==> config.mk <==
export PLATFORM = sky130hd
export DESIGN_NAME = irq_gateway
export DESIGN_NICKNAME = d
export VERILOG_FILES = /design/src/rtl/irq_gateway.sv
export SDC_FILE = /design/constraint.sdc
export NUM_CORES = 1
export LEC_CHECK = 0
export ABC_AREA = 0
export CAP_MARGIN = 10
export CORE_AREA = 4 4 82 84
export DETAILED_ROUTE_END_ITERATION = 16
export DIE_AREA = 0 0 86 88
export PLACE_DENSITY = 0.89
export RECOVER_POWER = 50
export SYNTH_ARGS = -nofsm -noshare
export SYNTH_HDL_FRONTEND = slang
export SYNTH_SLANG_ARGS = --single-unit
==> constraint.sdc <==
create_clock -name clk -period 2.2 [get_ports clk]
set_clock_uncertainty 0.2 [all_clocks]
set_input_delay 0.44 -clock clk [delete_from_list [all_inputs] [get_ports clk]]
set_output_delay 0.44 -clock clk [all_outputs]
set_load 0.02 [all_outputs]
==> src/rtl/irq_gateway.sv <==
// Interrupt gateway: synchronises device lines, latches pending, arbitrates by
// lowest index and runs a claim/complete handshake with the core.
module irq_gateway #(
    parameter int NUM_SRC     = 8,
    parameter int SYNC_STAGES = 2
) (
    input  logic               clk,
    input  logic               reset,
    input  logic [NUM_SRC-1:0] irq_src,
    input  logic               bus_we,
    input  logic               bus_re,
    input  logic [3:0]         bus_addr,
    input  logic [31:0]        bus_wdata,
    output logic [31:0]        bus_rdata,
    output logic               ext_int
);

    typedef enum logic {IDLE, BUSY} state_t;

    localparam logic [1:0] REG_PENDING = 2'd0;
    localparam logic [1:0] REG_ENABLE  = 2'd1;
    localparam logic [1:0] REG_MODE    = 2'd2;
    localparam logic [1:0] REG_CLAIM   = 2'd3;
    localparam int         PAD         = 32 - NUM_SRC;

    logic [SYNC_STAGES-1:0][NUM_SRC-1:0] sync_reg;
    logic [NUM_SRC-1:0] prev_reg;
    logic [NUM_SRC-1:0] pending_reg, pending_next;
    logic [NUM_SRC-1:0] enable_reg;
    logic [NUM_SRC-1:0] mode_reg;
    logic [4:0]         claimed_id_reg;
    logic [31:0]        rdata_reg;
    logic               ext_int_reg;
    state_t             state_reg, state_next;

    logic [NUM_SRC-1:0] sync_lvl;
    logic [NUM_SRC-1:0] edge_set;
    logic [NUM_SRC-1:0] edge_clr;
    logic [NUM_SRC-1:0] eligible;
    logic [NUM_SRC-1:0] win_mask;
    logic [4:0]         win_id;
    logic [1:0]         reg_sel;
    logic               claim_rd;
    logic               complete_wr;
    logic               grant;
    logic               release_ok;
    logic [31:0]        rd_val;
    logic               unused_bits;

    assign reg_sel     = bus_addr[3:2];
    assign claim_rd    = bus_re && (reg_sel == REG_CLAIM);
    assign complete_wr = bus_we && (reg_sel == REG_CLAIM);
    assign sync_lvl    = sync_reg[SYNC_STAGES-1];
    assign edge_set    = sync_lvl & ~prev_reg;
    assign eligible    = pending_reg & enable_reg;
    assign unused_bits = ^{bus_addr[1:0], bus_wdata};

    // Lowest index wins: scan downward so the last hit is the smallest index.
    always_comb begin
        win_id   = 5'd0;
        win_mask = '0;
        for (int i = NUM_SRC - 1; i >= 0; i--) begin
            if (eligible[i]) begin
                win_id      = 5'(i + 1);
                win_mask    = '0;
                win_mask[i] = 1'b1;
            end
        end
    end

    // FSM output process: handshake qualifiers for the current cycle.
    always_comb begin
        grant      = 1'b0;
        release_ok = 1'b0;
        case (state_reg)
            IDLE: grant      = claim_rd && (|eligible);
            BUSY: release_ok = complete_wr && (bus_wdata[4:0] == claimed_id_reg);
            default: ;
        endcase
    end

    // FSM next-state process.
    always_comb begin
        state_next = state_reg;
        case (state_reg)
            IDLE: if (grant)      state_next = BUSY;
            BUSY: if (release_ok) state_next = IDLE;
            default: state_next = IDLE;
        endcase
    end

    always_comb begin
        edge_clr = grant ? win_mask : '0;
        if (bus_we && (reg_sel == REG_PENDING)) begin
            edge_clr = edge_clr | bus_wdata[NUM_SRC-1:0];
        end
    end

    // Per-source pending update; a set always overrides a same-cycle clear.
    genvar gi;
    generate
        for (gi = 0; gi < NUM_SRC; gi++) begin : g_pend
            assign pending_next[gi] = mode_reg[gi]
                ? (edge_set[gi] | (pending_reg[gi] & ~edge_clr[gi]))
                : sync_lvl[gi];
        end
    endgenerate

    always_comb begin
        rd_val = 32'd0;
        case (reg_sel)
            REG_PENDING: rd_val = {{PAD{1'b0}}, pending_reg};
            REG_ENABLE:  rd_val = {{PAD{1'b0}}, enable_reg};
            REG_MODE:    rd_val = {{PAD{1'b0}}, mode_reg};
            REG_CLAIM:   rd_val = grant ? {27'd0, win_id} : 32'd0;
            default:     rd_val = 32'd0;
        endcase
    end

    // FSM state register.
    always_ff @(posedge clk) begin
        if (!reset) begin
            state_reg <= IDLE;
        end else begin
            state_reg <= state_next;
        end
    end

    always_ff @(posedge clk) begin
        if (!reset) begin
            sync_reg       <= '0;
            prev_reg       <= '0;
            pending_reg    <= '0;
            enable_reg     <= '0;
            mode_reg       <= '0;
            claimed_id_reg <= 5'd0;
            rdata_reg      <= 32'd0;
            ext_int_reg    <= 1'b0;
        end else begin
            sync_reg    <= {sync_reg[SYNC_STAGES-2:0], irq_src};
            prev_reg    <= sync_lvl;
            pending_reg <= pending_next;
            if (bus_we && (reg_sel == REG_ENABLE)) begin
                enable_reg <= bus_wdata[NUM_SRC-1:0];
            end
            if (bus_we && (reg_sel == REG_MODE)) begin
                mode_reg <= bus_wdata[NUM_SRC-1:0];
            end
            if (grant) begin
                claimed_id_reg <= win_id;
            end else if (release_ok) begin
                claimed_id_reg <= 5'd0;
            end
            if (bus_re) begin
                rdata_reg <= rd_val;
            end
            ext_int_reg <= (state_reg == IDLE) && (|eligible);
        end
    end

    assign bus_rdata = rdata_reg;
    assign ext_int   = ext_int_reg;

endmodule
Word-level counts from Yosys, hierarchy flattened. Cells that the tools add are included.

Output and inout bits: 33. Register bits: 87. Input port bits: 48.

Mux-type cells: 35. Reductions and logical operators: 11. Equality and inequality tests: 4. Bitwise logic cells: 29.

Operators by type and width (number): $pmux 32 s4 (1); $mux 8 (10); $mux 5 (10); $and 8x8->8 (2); $mux 1 (12); $not 1->1 (9); $and 1x1->1 (8); $logic_and 1x1->1 (8); $not 8->8 (1); $or 1x1->1 (8); $or 8x8->8 (1); $reduce_or 8->1 (1); $eq 5x5->1 (1); $eq 2x2->1 const B (2); $mux 4 (1); $eq 2x1->1 const B (1); $logic_not 2->1 (1); $pmux 1 s2 (1); $reduce_bool 2->1 (1).

Depth between registers and ports, before layout.
Depth after elaboration: 16. Depth in mapped cells: 6. Gate-level depth less buffers: 5.

Worst setup path before layout. Ideal clock, no wire load.

Kind: in2reg. Start: in bus_addr[3]. End: reg pending_reg[2]. Required time: 1.883 ns. Cell stages on the path: 6. Data arrival time: 1.562 ns. Path buffers: 1. Setup time: 0.117 ns. Setup slack: 0.321 ns. Cells stage by stage: clkbuf_1 -> nand4b_1 -> a41o_2 -> a21oi_2 -> nand4_1 -> a22o_1.

Word-level cells in the longest chain between the ends: 11. Elaborated cells between the ends (all ways): 13. Those cells by class: 1 x eq/ne; 4 x mux; 4 x bitwise; 4 x reduce/logical.

RTL lines: start: declaration (RTL line 12) `input logic [3:0] bus_addr,`; $eq 2x2->1 (RTL line 51) `assign claim_rd = bus_re && (reg_sel == REG_CLAIM);`; $logic_and 1x1->1 (RTL line 51); $logic_and 1x1->1 (RTL line 76) `IDLE: grant = claim_rd && (|eligible);`; $mux 1 (RTL line 75) `case (state_reg)`; $mux 8 (RTL line 93) `edge_clr = grant ? win_mask : '0;`; $or 8x8->8 (RTL line 95) `edge_clr = edge_clr | bus_wdata[NUM_SRC-1:0];`; $mux 8 (*) (RTL line 94) `if (bus_we && (reg_sel == REG_PENDING)) begin`; $not 1->1 (*) (RTL line 104) `? (edge_set[gi] | (pending_reg[gi] & ~edge_clr[gi]))`; $and 1x1->1 (*) (RTL line 104); $or 1x1->1 (*) (RTL line 104); $mux 1 (*) (RTL line 104); end signal: assignment (RTL line 142) `pending_reg <= pending_next;`; end: declaration (RTL line 28) `logic [NUM_SRC-1:0] pending_reg, pending_next;`.

Mark *: on every way between the ends. The rest lies on a longest branch, timed or not. A chain may end at the register's enable or synchronous reset.

Worst setup path after layout.
Start: in bus_addr[3]. End: reg enable_reg[0].

Word-level cells in the longest chain between the ends: 2.

RTL lines: $eq 2x1->1 (RTL line 143) `if (bus_we && (reg_sel == REG_ENABLE)) begin`; $logic_and 1x1->1 (RTL line 143); end signal: assignment (RTL line 144) `enable_reg <= bus_wdata[NUM_SRC-1:0];`; end: declaration (RTL line 29) `logic [NUM_SRC-1:0] enable_reg;`.

No other way between the ends.

==> impl_metrics.ini <==
[clock_tree]
tritoncts_num_sinks = 62
tritoncts = built
cts_resized = 0
cts_root_buf = clkbuf_8
numCtsBuffers = 9
clock_latency_ps = 340
post_cts_buffers = 0
ctsHoldBuffers = 0
cts.htree.levels = 3
clk_pin_slew_ps = 70
clock_path_buffers = 2

[floorplanning]
die_height_um = 88
core_area_um2 = 5921
rows = 28
ios = 81
die_area_um2 = 7568
die-width_um = 86
start_util_pct = 46.13

[worst_setup_path]
arrival_ps = 2150
worstSetupPathType = in -> reg
worstReg2RegStart = enable_reg[1]
r2r_setup_slack_ps = 180
max_stage_delay_ps = 500
worstPathRequired_ps = 2240
crit_buf_inv = 3
start_kind = primary input
r2r_cells = 6
crit_path_max_fanout = 16
rr_endpoint = pending_reg[0]
crit_chain = clkdlybuf4s50_1 > clkbuf_4 > nand3b_1 > dlymetal6s2s_1 > mux2i_1 > nor2b_1
endpoint_kind = flop
cp_top_family = buffers and inverters
crit_slowest_cell = clkdlybuf4s50_1

[placement]
dp_slack_ps = -99.42
hpwl_mm = 4.168
io_buffers = 30
place_congestion = 0.8989

[sta]
setup_viol = 0
fin_setup_tns_ps = 0
worst_slack_ps = 88.93
rsz0062_at_grt = false
slew_viol_final = 0
finalCritPeriodShare_pct = 95.96
finalHoldViolations = 0
max_freq_mhz = 473.7
tightest_slew_ps = 596.6
relSlewSlack_pct = 60.23
min_period_ps = 2111
whs_ps = 230.9

[synthesis]
async_flop_share_pct = 0
ys_seq_area_share_pct = 45.44
synthCells = 304
synth_area_leaders = dfxtp_1, buf_4, mux2i_1, nand2_1, and2_1
yosysTopAreaCell = dfxtp_1
synth_edf_count = 0
syn_area_um2 = 2731
yosysWarnings = 0
syn_area_per_cell_um2 = 8.985
synth_ff_type = dfxtp_1
synth_top_area_share_pct = 45.44
synthDistinctLibCells = 39
ys_ff_latch = 62

[layout]
final_common_cell = dfxtp_1
final_layout_size_suffix_gt1_share_pct = 9.402
synthToLayoutAreaGrowth_pct = 19.42
most-common-layout-cells = dfxtp_1, nand2_1, clkdlybuf4s50_1, conb_1, mux2i_1
nets = 394
diodes = 0

[global_routing]
antenna_found_initial = 0
grt_pass1_wl_mm = 9.660
track_usage_pct = 16.55
grt_max_degree = 41
grt_pass1_vias = 2091
grt_overflow = 0

[pwr]
finalPower_w = 0.002285
p_per_area_nw_per_um2 = 700.6
leakagePower_nw = 1.381
vdd_drop_max_uv = 396.7

[routing]
firstDrtPassIters = 5
avgRoutedWirePerCell_um = 13.91
drc = 0
ant_nets = 0
num_vias = 2190
drt-total-wl_mm = 5.926
vias_per_cell = 5.141
drtIter0Drc = 218

[run_status]
status = completed

[run]
max_cap_violations = 0

[worst_hold_path]
hold-path-cell-count = 1
hp-class = reg -> reg
hold_start = sync_reg[2]
hold_end = sync_lvl[2]
[worst max path at each step]
stage,start,to,slack (ps),cells past startpoint
floorplan,bus_addr[3],pending_reg[2],320,6
global placement,bus_addr[3],mode_reg[3],-70,6
detailed placement,bus_addr[2],mode_reg[3],-100,6
CTS,enable_reg[1],pending_reg[0],170,6
global route,bus_addr[3],enable_reg[2],40,6
finish,bus_addr[3],enable_reg[0],90,6
[power breakdown]
part	total (W)	internal, W	switching, W
logic	0.000244	0.000105	0.000138
clock network	0.000856	0.000434	0.000423
registers	0.00119	0.00116	0.0000230
[area by class of cell]
class,count,area [µm²]
repair buffers,48,427.9
clock inverters,4,22.52
clock buffers,12,145.1
flip-flops and latches,62,1241
well taps,75,93.84
fillers,513,2659
multi-input cells,217,1301
inverters,8,30.03
[metal layers]
layer | track usage (%) | part of all wire [%] | vias to the layer above
li1 | - | - | 1089
met2 | 27.12 | 46 | 94
met3 | 5.080 | 8.5 | 16
met4 | 8.777 | 2.9 | 0
met5 | 0 | 0 | -
met1 | 19.47 | 42 | 991
[per-stage QoR]
step	area (µm²)	std cells	util [%]
floorplan	2818	327	-
global placement	3122	410	52.73
detailed placement	3122	410	52.73
CTS	3289	426	55.56
global route	3262	426	55.09
finish	3262	426	55.09
[logic make-up after synthesis]
| logic type | count (synthesis) | share of synthesized area (%) |
|---|---|---|
| AOI/OAI and AO/OA | 58 | 15.25 |
| buffers and inverters | 48 | 10.08 |
| other | 1 | 0.1373 |
| muxes | 16 | 5.863 |
| xor gates and xnor gates | 4 | 1.283 |
| and+or+nand+nor | 115 | 21.94 |
| DFF | 62 | 45.44 |
[cell usage after synthesis, drive strengths merged, types with 3 or more instances]
master,number
nor3,5
nor2b,13
nand4,5
nand3,15
xor2,4
o21ai,13
nor2,3
buf,28
o211a,5
mux2i,16
dfxtp,62
and2,24
o211ai,4
clkbuf,12
a22oi,4
a21boi,5
a22o,4
inv,8
a21oi,10
nand2,41
Power figures use the tool's default switching activity.
